<file path="src/rtl/seg7_pkg.sv">
// Shared types, segment constants and helpers for the multiplexed 7-segment display.
// Segment codes are active low: bit 7 is the decimal point and bits 6:0 are g..a.
package seg7_pkg;

  typedef logic [7:0] seg_t;

  localparam seg_t SEG_BLANK  = 8'hFF;
  localparam seg_t SEG_DASH   = 8'hBF;
  localparam int   SEG_DP_BIT = 7;

  typedef enum logic [1:0] {
    CONV_IDLE  = 2'd0,
    CONV_SHIFT = 2'd1,
    CONV_DONE  = 2'd2
  } conv_state_e;

  function automatic seg_t bcd_to_seg(input logic [3:0] nibble);
    seg_t code;
    case (nibble)
      4'd0:    code = 8'hC0;
      4'd1:    code = 8'hF9;
      4'd2:    code = 8'hA4;
      4'd3:    code = 8'hB0;
      4'd4:    code = 8'h99;
      4'd5:    code = 8'h92;
      4'd6:    code = 8'h82;
      4'd7:    code = 8'hF8;
      4'd8:    code = 8'h80;
      4'd9:    code = 8'h90;
      default: code = SEG_BLANK;
    endcase
    return code;
  endfunction

  // One spare nibble is kept only when the binary range can exceed the digits shown;
  // that nibble is what raises overflow.
  function automatic int bcd_nibbles(input int num_digits, input int bin_w);
    longint p10;
    longint p2;
    p10 = 1;
    p2  = 1;
    for (int i = 0; i < num_digits; i++) p10 = p10 * 10;
    for (int i = 0; i < bin_w; i++) p2 = p2 * 2;
    return (p2 > p10) ? num_digits + 1 : num_digits;
  endfunction

endpackage

</file>
<file path="src/rtl/seg7_scan_display_if.sv">
// Load handshake between the value producer and the display converter.
// A transfer happens on a rising clk edge where load && ready; load while ready=0 is
// dropped (not queued), and value need only be stable on the transfer edge.
interface seg7_scan_display_if #(
  parameter int BIN_W = 14
) ();

  logic [BIN_W-1:0] value;
  logic             load;
  logic             ready;

  modport master (output value, output load, input ready);
  modport slave  (input value, input load, output ready);

endinterface

</file>
<file path="src/rtl/seg7_bin2bcd.sv">
// Sequential shift-and-add-3 binary to BCD converter, one bit per clock.
// Result and overflow are valid during the single-cycle done pulse.
module seg7_bin2bcd
  import seg7_pkg::*;
#(
  parameter int NUM_DIGITS = 4,
  parameter int BIN_W      = 14
) (
  input  logic                    clk,
  input  logic                    rst_n,
  input  logic [BIN_W-1:0]        value,
  input  logic                    load,
  output logic                    ready,
  output logic                    done,
  output logic [NUM_DIGITS*4-1:0] bcd,
  output logic                    ovf,
  output conv_state_e             state
);

  localparam int NB = bcd_nibbles(NUM_DIGITS, BIN_W);
  localparam int CW = $clog2(BIN_W + 1);

  conv_state_e      state_q;
  conv_state_e      state_d;
  logic [BIN_W-1:0] bin_q;
  logic [NB*4-1:0]  bcd_q;
  logic [NB*4-1:0]  bcd_adj;
  logic [CW-1:0]    cnt_q;
  logic             spill_q;

  assign state = state_q;

  always_ff @(posedge clk or negedge rst_n) begin
    if (!rst_n) state_q <= CONV_IDLE;
    else        state_q <= state_d;
  end

  always_comb begin
    state_d = state_q;
    ready   = 1'b0;
    done    = 1'b0;
    case (state_q)
      CONV_IDLE: begin
        ready = 1'b1;
        if (load) state_d = CONV_SHIFT;
      end
      CONV_SHIFT: begin
        if (cnt_q == CW'(BIN_W - 1)) state_d = CONV_DONE;
      end
      CONV_DONE: begin
        done    = 1'b1;
        state_d = CONV_IDLE;
      end
      default: state_d = CONV_IDLE;
    endcase
  end

  always_comb begin
    bcd_adj = bcd_q;
    for (int i = 0; i < NB; i++) begin
      if (bcd_q[i*4 +: 4] >= 4'd5) bcd_adj[i*4 +: 4] = bcd_q[i*4 +: 4] + 4'd3;
    end
  end

  // A bit shifted out of the top nibble means the value exceeded the register;
  // keep it sticky so such values still report overflow.
  always_ff @(posedge clk or negedge rst_n) begin
    if (!rst_n) begin
      bin_q   <= '0;
      bcd_q   <= '0;
      cnt_q   <= '0;
      spill_q <= 1'b0;
    end else if (state_q == CONV_IDLE && load) begin
      bin_q   <= value;
      bcd_q   <= '0;
      cnt_q   <= '0;
      spill_q <= 1'b0;
    end else if (state_q == CONV_SHIFT) begin
      bcd_q   <= {bcd_adj[NB*4-2:0], bin_q[BIN_W-1]};
      spill_q <= spill_q | bcd_adj[NB*4-1];
      bin_q   <= bin_q << 1;
      cnt_q   <= cnt_q + 1'b1;
    end
  end

  assign bcd = bcd_q[NUM_DIGITS*4-1:0];

  always_comb begin
    ovf = spill_q;
    for (int i = NUM_DIGITS; i < NB; i++) begin
      ovf = ovf | (bcd_q[i*4 +: 4] != 4'd0);
    end
  end

endmodule

</file>
<file path="src/rtl/seg7_scan_display.sv">
// Multiplexed NUM_DIGITS common-anode 7-segment driver: converts a loaded binary value
// to BCD, then scans the digits with leading-zero blanking, decimal points and overflow dashes.
module seg7_scan_display
  import seg7_pkg::*;
#(
  parameter int NUM_DIGITS = 4,
  parameter int BIN_W      = 14,
  parameter int SCAN_DIV   = 50000
) (
  input  logic                  clk,
  input  logic                  rst_n,
  seg7_scan_display_if.slave    bus,
  input  logic                  en,
  input  logic                  blank_lz,
  input  logic [NUM_DIGITS-1:0] dp_mask,
  output seg_t                  seg,
  output logic [NUM_DIGITS-1:0] an,
  output logic                  overflow,
  output conv_state_e           conv_state
);

  localparam int SCAN_W = $clog2(SCAN_DIV);
  localparam int IDX_W  = (NUM_DIGITS > 1) ? $clog2(NUM_DIGITS) : 1;

  logic [SCAN_W-1:0]       scan_cnt;
  logic [IDX_W-1:0]        idx;
  logic                    conv_done;
  logic [NUM_DIGITS*4-1:0] conv_bcd;
  logic                    conv_ovf;
  logic [NUM_DIGITS*4-1:0] disp_bcd;
  logic                    disp_ovf;
  logic [3:0]              cur_nib;
  logic                    cur_dp;
  logic                    hi_zero;
  seg_t                    code;
  seg_t                    seg_d;
  logic [NUM_DIGITS-1:0]   an_d;

  seg7_bin2bcd #(
    .NUM_DIGITS (NUM_DIGITS),
    .BIN_W      (BIN_W)
  ) u_bin2bcd (
    .clk   (clk),
    .rst_n (rst_n),
    .value (bus.value),
    .load  (bus.load),
    .ready (bus.ready),
    .done  (conv_done),
    .bcd   (conv_bcd),
    .ovf   (conv_ovf),
    .state (conv_state)
  );

  // Digits and overflow are committed together so the scan never sees a half result.
  always_ff @(posedge clk or negedge rst_n) begin
    if (!rst_n) begin
      disp_bcd <= '0;
      disp_ovf <= 1'b0;
    end else if (conv_done) begin
      disp_bcd <= conv_bcd;
      disp_ovf <= conv_ovf;
    end
  end

  assign overflow = disp_ovf;

  always_ff @(posedge clk or negedge rst_n) begin
    if (!rst_n) begin
      scan_cnt <= '0;
      idx      <= '0;
    end else if (scan_cnt == SCAN_W'(SCAN_DIV - 1)) begin
      scan_cnt <= '0;
      idx      <= (idx == IDX_W'(NUM_DIGITS - 1)) ? '0 : idx + 1'b1;
    end else begin
      scan_cnt <= scan_cnt + 1'b1;
    end
  end

  // hi_zero: the current digit and every digit above it are zero.
  always_comb begin
    cur_nib = 4'd0;
    cur_dp  = 1'b0;
    hi_zero = 1'b1;
    for (int i = 0; i < NUM_DIGITS; i++) begin
      if (IDX_W'(i) == idx) begin
        cur_nib = disp_bcd[i*4 +: 4];
        cur_dp  = dp_mask[i];
      end
      if (i >= int'(idx) && disp_bcd[i*4 +: 4] != 4'd0) hi_zero = 1'b0;
    end
  end

  always_comb begin
    code = SEG_BLANK;
    if (disp_ovf)                                   code = SEG_DASH;
    else if (blank_lz && idx != '0 && hi_zero)      code = SEG_BLANK;
    else                                            code = bcd_to_seg(cur_nib);
    if (cur_dp) code[SEG_DP_BIT] = 1'b0;
    seg_d = en ? code : SEG_BLANK;
    an_d  = en ? ~(NUM_DIGITS'(1) << idx) : '1;
  end

  always_ff @(posedge clk or negedge rst_n) begin
    if (!rst_n) begin
      seg <= SEG_BLANK;
      an  <= '1;
    end else begin
      seg <= seg_d;
      an  <= an_d;
    end
  end

endmodule

</file>
<file path="src/flat_wrapper.sv">
// flat-port wrapper written by rule: the top's interface ports become plain ports
module seg7_scan_display_flat import seg7_pkg::*;
#(
  parameter int NUM_DIGITS = 4,
  parameter int BIN_W      = 14,
  parameter int SCAN_DIV   = 50000
)
  (clk, rst_n, en, blank_lz, dp_mask, seg, an, overflow, conv_state, bus_value, bus_load, bus_ready);
  seg7_scan_display_if #(.BIN_W(BIN_W)) bus_i ();
  input  logic clk;
  input  logic rst_n;
  input  logic en;
  input  logic blank_lz;
  input  logic [NUM_DIGITS-1:0] dp_mask;
  output seg_t seg;
  output logic [NUM_DIGITS-1:0] an;
  output logic overflow;
  output conv_state_e conv_state;
  input wire logic [$bits(bus_i.value)-1:0] bus_value;
  input wire logic [$bits(bus_i.load)-1:0] bus_load;
  output wire logic [$bits(bus_i.ready)-1:0] bus_ready;
  assign bus_i.value = bus_value;
  assign bus_i.load = bus_load;
  assign bus_ready = bus_i.ready;
  seg7_scan_display #(.NUM_DIGITS(NUM_DIGITS), .BIN_W(BIN_W), .SCAN_DIV(SCAN_DIV)) u_core (.clk(clk), .rst_n(rst_n), .bus(bus_i), .en(en), .blank_lz(blank_lz), .dp_mask(dp_mask), .seg(seg), .an(an), .overflow(overflow), .conv_state(conv_state));
endmodule
</file>
<file path="config.mk">
export PLATFORM = sky130hd
export DESIGN_NAME = seg7_scan_display_flat
export DESIGN_NICKNAME = d
export VERILOG_FILES = /design/src/rtl/seg7_pkg.sv /design/src/rtl/seg7_scan_display_if.sv /design/src/rtl/seg7_bin2bcd.sv /design/src/rtl/seg7_scan_display.sv /design/src/flat_wrapper.sv
export SDC_FILE = /design/constraint.sdc
export NUM_CORES = 1
export LEC_CHECK = 0
export CORE_AREA = 2 2 102 104
export DETAILED_ROUTE_END_ITERATION = 16
export DIE_AREA = 0 0 104 106
export GPL_TIMING_DRIVEN = 0
export HOLD_SLACK_MARGIN = 0.02
export PLACE_DENSITY_LB_ADDON = 0.25
export SYNTH_ARGS = -nofsm -noshare
export SYNTH_HDL_FRONTEND = slang
export SYNTH_SLANG_ARGS = --single-unit
export TNS_END_PERCENT = 20
</file>
<file path="constraint.sdc">
create_clock -name clk -period 1.7 [get_ports clk]
set_input_delay 0.34 -clock clk [delete_from_list [all_inputs] [get_ports clk]]
set_output_delay 0.34 -clock clk [all_outputs]
set_load 0.05 [all_outputs]
</file>
## After elaboration in Yosys (flattened, before gate mapping)

Memories as Yosys holds them, arrays and structs flattened.
Cells that the tools add are included.
Widths: inputs -> output; s select.

| operators by class | value |
|---|---|
| shift operators | 1 |
| reductions and logical operators | 16 |
| bitwise operators | 3 |
| mux-type cells | 37 |
| $add $sub $neg | 8 |
| equality and inequality tests | 10 |
| $lt $le $gt $ge | 8 |

Operators with widths:

| operator | number |
|---|---|
| $mux 4 | 12 |
| $mux 20 | 2 |
| $mux 14 | 2 |
| $mux 8 | 3 |
| $add 4x2->4 const B | 5 |
| $ge 4x3->1 const B | 5 |
| $reduce_bool 4->1 | 5 |
| $add 16x1->16 const B | 1 |
| $eq 16x16->1 const B | 1 |
| $mux 16 | 1 |
| $mux 1 | 13 |
| $logic_and 1x1->1 | 6 |
| $mux 2 | 3 |
| $add 4x1->4 const B | 1 |
| $eq 2x2->1 const A | 2 |
| $eq 2x2->1 const B | 2 |
| $eq 4x4->1 const B | 1 |
| $ge 1x2->1 const A | 2 |
| $logic_not 2->1 | 2 |
| $ne 2x2->1 const B | 2 |
| $not 4->4 | 1 |
| $pmux 2 s2 | 1 |
| $reduce_bool 2->1 | 2 |
| $shl 1x2->4 const A | 1 |
| 6 further kinds | 7 |

| word-level totals | value |
|---|---|
| bits in read-only memories | 112 |
| output and inout port bits | 16 |
| word-level logic and storage cells | 95 |
| bits of input ports | 23 |
| memories kept | 1 |
| register bits after elaboration | 88 |

Memories:

| memory | depth | width | read ports | clocked after Yosys merged registers in | wr ports | line | RTL |
|---|---|---|---|---|---|---|---|
| (no name shown) | 16 | 7 | 1 | 0 | 0 | seg7_pkg.sv:19 | `case (nibble)` |

## Longest topological paths before layout

Gate-level depths: netlist of run 1.

| logic depth | value |
|---|---|
| word-level depth | 11 |
| gate-level depth with buffers | 9 |
| mapped depth without buffers | 8 |

## By module

From an unflattened synthesis of run 1, not the netlist that was laid out.

| second synthesis, totals | value |
|---|---|
| cells, all modules | 441 |
| area total of the unflattened synthesis | 4539.4 um^2 |

Modules (own cells, without submodules):

| module | cells an instance | area each (um^2) | instances |
|---|---|---|---|
| seg7_scan_display | 200 | 2292.2 | 1 |
| seg7_bin2bcd | 241 | 2247.2 | 1 |

## Worst setup path before layout of run 1

No wires, ideal clock.

| timing path | value |
|---|---|
| kind | register to register |
| from | reg u_core.u_bin2bcd.state_q[0], in the netlist u_core.u_bin2bcd.state[0] |
| to | reg u_core.u_bin2bcd.bcd_q[11] |
| period minus slack after synthesis | 2251 ps |
| data arrival time | 2130 ps |
| buffers on the path | 0 |
| library setup time | 122 ps |
| stages on the path, launching flop included | 6 |
| slack | -551 ps |
| cells stage by stage | dfrtp_1 -> nor2_1 -> nand2_1 -> nand2_1 -> o31ai_1 -> a32o_1 |

| on the way | value |
|---|---|
| longest elaborated chain between the ends | 3 |

Ends and longest elaborated chain:

| what | line | RTL |
|---|---|---|
| start: declaration | seg7_bin2bcd.sv:23 | `conv_state_e state_q;` |
| start signal: assignment | seg7_bin2bcd.sv:35 | `else state_q <= state_d;` |
| $logic_not 2->1 | seg7_bin2bcd.sv:73 | `end else if (state_q == CONV_IDLE && load) begin` |
| $logic_and 1x1->1 | seg7_bin2bcd.sv:73 |  |
| $mux 20 / $reduce_bool 2->1 (equally long branches) | - |  |
| end signal: assignment | seg7_bin2bcd.sv:79 | `bcd_q <= {bcd_adj[NB*4-2:0], bin_q[BIN_W-1]};` |
| end: declaration | seg7_bin2bcd.sv:26 | `logic [NB*4-1:0] bcd_q;` |

Parallel ways exist; a longest one is shown, timed or not.
A chain may end at the register's enable or synchronous reset.

## Worst setup path after layout of run 1

| timing path | value |
|---|---|
| from | reg u_core.idx[0] |
| to | reg u_core.seg[6] |

| on the way | value |
|---|---|
| longest elaborated chain between the ends | 10 |

Ends and longest elaborated chain:

| what | line | RTL |
|---|---|---|
| start: declaration | seg7_scan_display.sv:26 | `logic [IDX_W-1:0] idx;` |
| start signal: assignment | seg7_scan_display.sv:73 | `idx <= (idx == IDX_W'(NUM_DIGITS - 1)) ? '0 : idx + 1'b1;` |
| parallel branches: the longest is 7 deep, another holds $mem_v2 16x7 | - |  |
| $mux 8 * | seg7_scan_display.sv:96 | `else if (blank_lz && idx != '0 && hi_zero) code = SEG_BLANK;` |
| $mux 8 * | seg7_scan_display.sv:95 | `if (disp_ovf) code = SEG_DASH;` |
| $mux 8 * | seg7_scan_display.sv:99 | `seg_d = en ? code : SEG_BLANK;` |
| via u_core.seg_d[6] | seg7_scan_display.sv:36 | `seg_t seg_d;` |
| end signal: assignment | seg7_scan_display.sv:108 | `seg <= seg_d;` |
| end: declaration | seg7_scan_display.sv:16 | `output seg_t seg,` |

Mark *: on every way through the listed nets, which the timed path passes.

==> out/qor.yml, run 1 <==
run_status: "finished, violations left"
violations: "setup timing"
ir_drop_mv: 0.821
synth_cell_types: 48
worstPathRequired_ps: 1960
first_pass_iters: 4
tightest_slew_ps: 538
grt_pass1_vias: 3382
timing.final.crit_share: 1.15
powerDensity_mw_per_mm2: 1390
grt_remaining_overflow: 0
period_needed_ps: 1950
cp.arrival_ps: 2210
slew_viol_final: 0
dp_slack_ps: -450
layout-drive-gt1-share: 0.242
p_leak_nw: 2.26
multi_input_area_mm2: 0.00213
die_area_mm2: 0.0110
grt_pass1_wl_um: 15900
rows: 37
hold_class: "input pin to async pin"
fin_cells: 624
synth_seq_cells: 88
top_layer: "met4"
yosys.area.top_type: "dfrtp_1"
place_hpwl_um: 6300
dr_wl_met2_um: 4630
syn_inst: 420
start_util: 0.438
core_area_mm2: 0.0100
path_class: "flip-flop to flip-flop"
clock_path_buffers: 2
met1Wirelength_um: 4060
die_y_um: 106
numCtsBuffers: 9
worstSkewPairLatency_ps: 360
synth.top_cells.by_area: "dfrtp_1 43%, dfstp_2 7.2%, ha_1 5.7%, nand2_1 4.8%, mux2_2 4.1%"
clock_skew_ps: 13.8
endpoint_kind: "flip-flop"
gr-usage-all-layers: 0.177
final.setup.tns_ps: -1350
yosysTopAreaCellShare: 0.435
area_delta_synth_final_pct: 23.1
wl_per_cell_um: 14.8
synth.avg_cell_area_um2: 10.4
via_per_inst: 5.30
dp.cells: 595
rsz0062_at_grt: "true"
crit_path_start_kind: "flip-flop"
ff2ff_setup_slack_ps: -250
synth_async_sr_flop_share: 1.00
synth-seq-area-share: 0.507
root_buffer: "clkbuf_8"
relSlewSlack: 0.637
antenna_found_initial: 0
final_common_cell: "dfrtp_1"
synth_nets: 463
cts_sinks: 88
drtIter0Drc: 170
wl_um: 9210
io_buffers: 38
hold_viol_final: 0
yosysWarnings: 0
fmax_mhz: 513
die_x_um: 104
layout_common_cells: "72 x dfrtp_1, 56 x nand2_1, 28 x nor2_1"
ios: 39
gp_congestion: 0.783
clk_pin_slew_worst_paths_ps: 90
final_antenna_net_count: 0
synth_flop_cell: "dfrtp_1"
setup_slack_ps: -251
h-tree-depth: 3
layout.area.seq_mm2: 0.00222
syn_area_mm2: 0.00438
fillCellCount: 904
vias: 3305
routed-wl-met3_um: 332
cap_violations: 0
finalSetupViolCount: 7
cts_tree: "done"
worstPathMaxFanout: 8
drcViolationCount: 0
antennaDiodeCount: 0
post-route-util: 0.539
layout.nets: 526
synth_edf_count: 0
grt_max_degree: 62
final timing paths:
kind | from | endpoint | depth (start not counted)
worst max-delay path | u_core.idx[0]$_DFFE_PN0N_ | u_core.seg[6]$_DFF_PN1_ | 9
worst min-delay path | rst_n | u_core.idx[0]$_DFFE_PN0N_ | 2
max in group asynchronous | rst_n | u_core.seg[6]$_DFF_PN1_ | 3
worst min register to register | u_core.u_bin2bcd.bin_q[4]$_DFFE_PN0P_ | u_core.u_bin2bcd.bin_q[4]$_DFFE_PN0P_ | 2
worst max register to register | u_core.idx[0]$_DFFE_PN0N_ | u_core.seg[6]$_DFF_PN1_ | 9
min in group clk | u_core.u_bin2bcd.bin_q[4]$_DFFE_PN0P_ | u_core.u_bin2bcd.bin_q[4]$_DFFE_PN0P_ | 2
logic make-up after synthesis:
| family | after synthesis | share of synthesized area |
|---|---|---|
| and+or+nand+nor | 152 | 0.176 |
| DFF | 88 | 0.507 |
| AOI/OAI and AO/OA | 86 | 0.138 |
| xor gates and xnor gates | 24 | 0.0480 |
| adders and majority gates | 20 | 0.0572 |
| buffers and inverters | 34 | 0.0329 |
| muxes | 16 | 0.0412 |
area by class of cell:
type	instances	share of cell area
tap	136	0.0316
multi-input combinational	298	0.395
clock buffer	11	0.0244
timing repair buffer	52	0.0980
inverter	17	0.0128
clock inverter	5	0.00627
sequential	88	0.413
buffer	17	0.0188
metrics by stage:
step                      instance area, um^2  hold WS (ps)  power [mW]
after floorplan                          4410          44.4        5.26
after global placement                   4960           459        5.95
after detailed placement                 4980           288        6.09
after CTS                                5300           434        7.44
after global routing                     5390           456        8.07
final                                    5390           444        7.49
Yosys cell counts (5+ instances only):
library cell / number
a21oi_1: 19
mux2_2: 16
nor2_1: 29
dfrtp_1: 76
ha_1: 20
nand2b_1: 6
xor2_1: 10
inv_1: 16
nand2_1: 56
a22oi_1: 13
dfstp_2: 12
clkbuf_1: 11
nand4_1: 5
xnor2_1: 14
o21ai_0: 27
nor2b_1: 7
o31ai_1: 6
nor4_1: 5
nand3_1: 21
layer usage:
metal / vias up / GRT usage
li1: 1595 / -
met1: 1628 / 0.215
met2: 64 / 0.305
met3: 18 / 0.0429
met4: 0 / 0.0685
met5: - / 0
flip-flops by register name (all words and copies together), names as in the netlist:
signal and flops:
u_core.disp_bcd 16, u_core.overflow 1, u_core.u_bin2bcd.bin_q 14, u_core.u_bin2bcd.bcd_q 20
u_core.seg 8, u_core.scan_cnt 16, u_core.idx 2, u_core.u_bin2bcd.spill_q 1
u_core.u_bin2bcd.state 2, u_core.u_bin2bcd.cnt_q 4, u_core.an 4
repair_timing:
item / 4_1_cts / 5_1_grt
hold endpoints to repair: 18 / 0
setup endpoints to repair: 48 / 34
pin swaps: 8 / 4
gates resized for setup: 58 / 19
hold buffers: 1 / 0
buffers inserted: 7 / 5
where the power goes:
part           total, mW  internal [mW]  leakage (nW)  switching (mW)
Sequential          3.26           2.70          1.08           0.566
Combinational       2.95           1.27          1.09            1.68
Clock               1.27          0.530        0.0793           0.740
Total               7.49           4.50          2.26            2.99
critical path: stages (launching register included):
cell and delay, ps:
dfrtp_2 480, inv_4 80, ha_4 170, buf_6 130, nor3b_4 150, a211oi_4 250
buf_12 160, ha_4 130, nor3_2 50, o311ai_1 260
(Power assumes the default switching activity.)
==> run 2: changes to the inputs <==
--- a/config.mk
+++ b/config.mk
@@ -5,9 +5,9 @@
 export SDC_FILE = /design/constraint.sdc
 export NUM_CORES = 1
 export LEC_CHECK = 0
-export CORE_AREA = 2 2 102 104
+export CORE_AREA = 2 2 95 97
 export DETAILED_ROUTE_END_ITERATION = 16
-export DIE_AREA = 0 0 104 106
+export DIE_AREA = 0 0 97 99
 export GPL_TIMING_DRIVEN = 0
 export HOLD_SLACK_MARGIN = 0.02
 export PLACE_DENSITY_LB_ADDON = 0.25
==> run 2 against run 1 <==
Critical path depth is the same. Clock-buffer cell count is 1 lower. Critical endpoint unchanged. Final area increased by 1.9%. The run still ends with setup timing left. Utilization rose by 10 points. Die area shrank 13%. First-iteration DRC count shrank 0.59%. Via count up 2.3%. Non-clock buffer count is 12 higher. Clock power grew 3%. Clock skew grew 1.7 ps.
==> out/qor.yml, run 2 (synthesis results as in run 1) <==
run_status: "finished, violations left"
violations: "setup timing"
cp.arrival_ps: 2250
rows: 34
crit_family: "compound AO/OA/AOI/OAI gates"
cts_sinks: 88
met1_usage: 0.260
tightest_slew_ps: 507
root_buffer: "clkbuf_8"
ff2ff_setup_slack_ps: -290
reg.largest.list: "u_core.u_bin2bcd.bcd_q: 20 flops, u_core.disp_bcd: 16 flops, u_core.scan_cnt: 16 flops"
final_antenna_net_count: 0
reg2regPathDepth: 9
relSlewSlack: 0.662
setup_slack_ps: -293
drcViolationCount: 0
gr-usage-met2: 0.332
powerDensity_mw_per_mm2: 1380
drtIter0Drc: 169
antennaDiodeCount: 0
gr-usage-all-layers: 0.199
slew_viol_final: 0
grt_pass1_wl_um: 15600
dp_slack_ps: -345
met3_usage: 0.0397
regToRegEndpoint: "u_core.seg[6]$_DFF_PN1_"
timing.critical_path.buf_inv: 3
crit_path_cell_trace: "inv_4 > ha_4 > buf_6 > nor3b_2 > a211o_1 > inv_2 > ha_4 > nor3_4 > o311ai_2"
grt_remaining_overflow: 0
die_x_um: 97
largest_register: "u_core.u_bin2bcd.bcd_q"
layout_common_cells: "72 x dfrtp_1, 56 x nand2_1, 28 x nor2_1"
ir_drop_mv: 0.661
grt_pass1_vias: 3329
via_per_inst: 5.56
start_util: 0.512
timing.final.crit_share: 1.17
busiest_layer: "met2"
clock_skew_ps: 15.4
crit_path_frequent_cell: "ha_4"
cp_slowest_cell: "dfrtp_2"
whs_ps: 478
core_area_mm2: 0.00855
worstPathRequired_ps: 1960
clk_pin_slew_worst_paths_ps: 90
power_mw: 7.55
worstSkewPairLatency_ps: 360
h-tree-depth: 3
hold_class: "input pin to async pin"
ios: 39
path_class: "flip-flop to flip-flop"
layout-drive-gt1-share: 0.274
numCtsBuffers: 9
place_hpwl_um: 6120
cts_tree: "done"
io_buffers: 38
layout.nets: 538
r2r-start: "u_core.idx[0]$_DFFE_PN0N_"
vias: 3382
hold_viol_final: 0
rsz0062_at_grt: "true"
cap_violations: 0
p_leak_nw: 2.32
die_area_mm2: 0.00960
fmax_mhz: 502
crit_path_start_kind: "flip-flop"
area_delta_synth_final_pct: 25.4
first_pass_iters: 4
wl_um: 9510
endpoint_kind: "flip-flop"
finalSetupViolCount: 7
grt_max_degree: 55
largest_reg_flops: 20
period_needed_ps: 1990
antenna_found_initial: 0
wl_per_cell_um: 15.6
worst_path_largest_cell_delay_ps: 480
die_y_um: 99
worstPathMaxFanout: 8
gp_congestion: 0.832
clock_path_buffers: 2
final_common_cell: "dfrtp_1"
[run 2: cell types whose count changed in the layout (fill, tap and decap cells not counted), moves of 2 or more]
cell     change
buf_4       +14
a21oi_1      -4
a21oi_2      +4
buf_6        -2
o21ai_1      +2
[run 2: worst max path at each step]
stage                              start                                     to  slack (ps)  cells past startpoint
2_1_floorplan  u_core.idx[1]$_DFFE_PN0N_                u_core.seg[1]$_DFF_PN1_        -140                      9
3_3_place_gp                       rst_n  u_core.u_bin2bcd.state[1]$_DFFE_PN0P_       -3130                      1
3_5_place_dp   u_core.idx[0]$_DFFE_PN0N_                u_core.seg[1]$_DFF_PN1_        -350                      7
4_1_cts        u_core.idx[1]$_DFFE_PN0N_                u_core.seg[3]$_DFF_PN1_        -190                      8
5_1_grt        u_core.idx[0]$_DFFE_PN0N_                u_core.seg[6]$_DFF_PN1_        -350                      9
6_report       u_core.idx[0]$_DFFE_PN0N_                u_core.seg[6]$_DFF_PN1_        -290                      9
[run 2: per-layer routing]
layer | routed length, um | up-vias
li1 | - | 1614
met4 | 219 | 0
met3 | 337 | 18
met2 | 4680 | 72
met1 | 4270 | 1678
met5 | 0 | -
[run 2: where the power goes]
part           switching (mW)  internal [mW]  total, mW
logic                    1.72           1.25       2.97
clock network           0.772          0.537       1.31
registers               0.579           2.69       3.27
total                    3.07           4.48       7.55
[run 2: what timing repair did]
item / in CTS / in global routing
hold buffers: 1 / 0
buffers inserted: 19 / 5
hold endpoints to repair: 34 / 0
setup endpoints to repair: 49 / 33
gates resized for setup: 65 / 22
pin swaps: 7 / 8
[run 2: through the flow]
stage	utilization	instances	instance area, um^2	TNS, ps
floorplan	-	420	4410	-409
global placement	0.576	566	4920	-238890
detailed placement	0.579	567	4950	-4410
CTS	0.630	603	5390	-1170
global route	0.641	608	5490	-2520
finish	0.641	608	5490	-1570
[run 2: cell type report]
class | instances | area, um^2
inverters | 17 | 68.8
plain buffers | 17 | 100
fillers | 693 | 3070
well taps | 108 | 135
repair buffers | 64 | 601
multi-input cells | 298 | 2190
flip-flops and latches | 88 | 2220
clock inverters | 6 | 45.0
clock buffers | 10 | 128
[run 2: worst reg2reg max path, stage by stage, from the launching register on]
cell      delay [ps]
dfrtp_2          480
inv_4             80
ha_4             170
buf_6            130
nor3b_2          150
a211o_1          330
inv_2            120
ha_4             150
nor3_4            50
o311ai_2         260
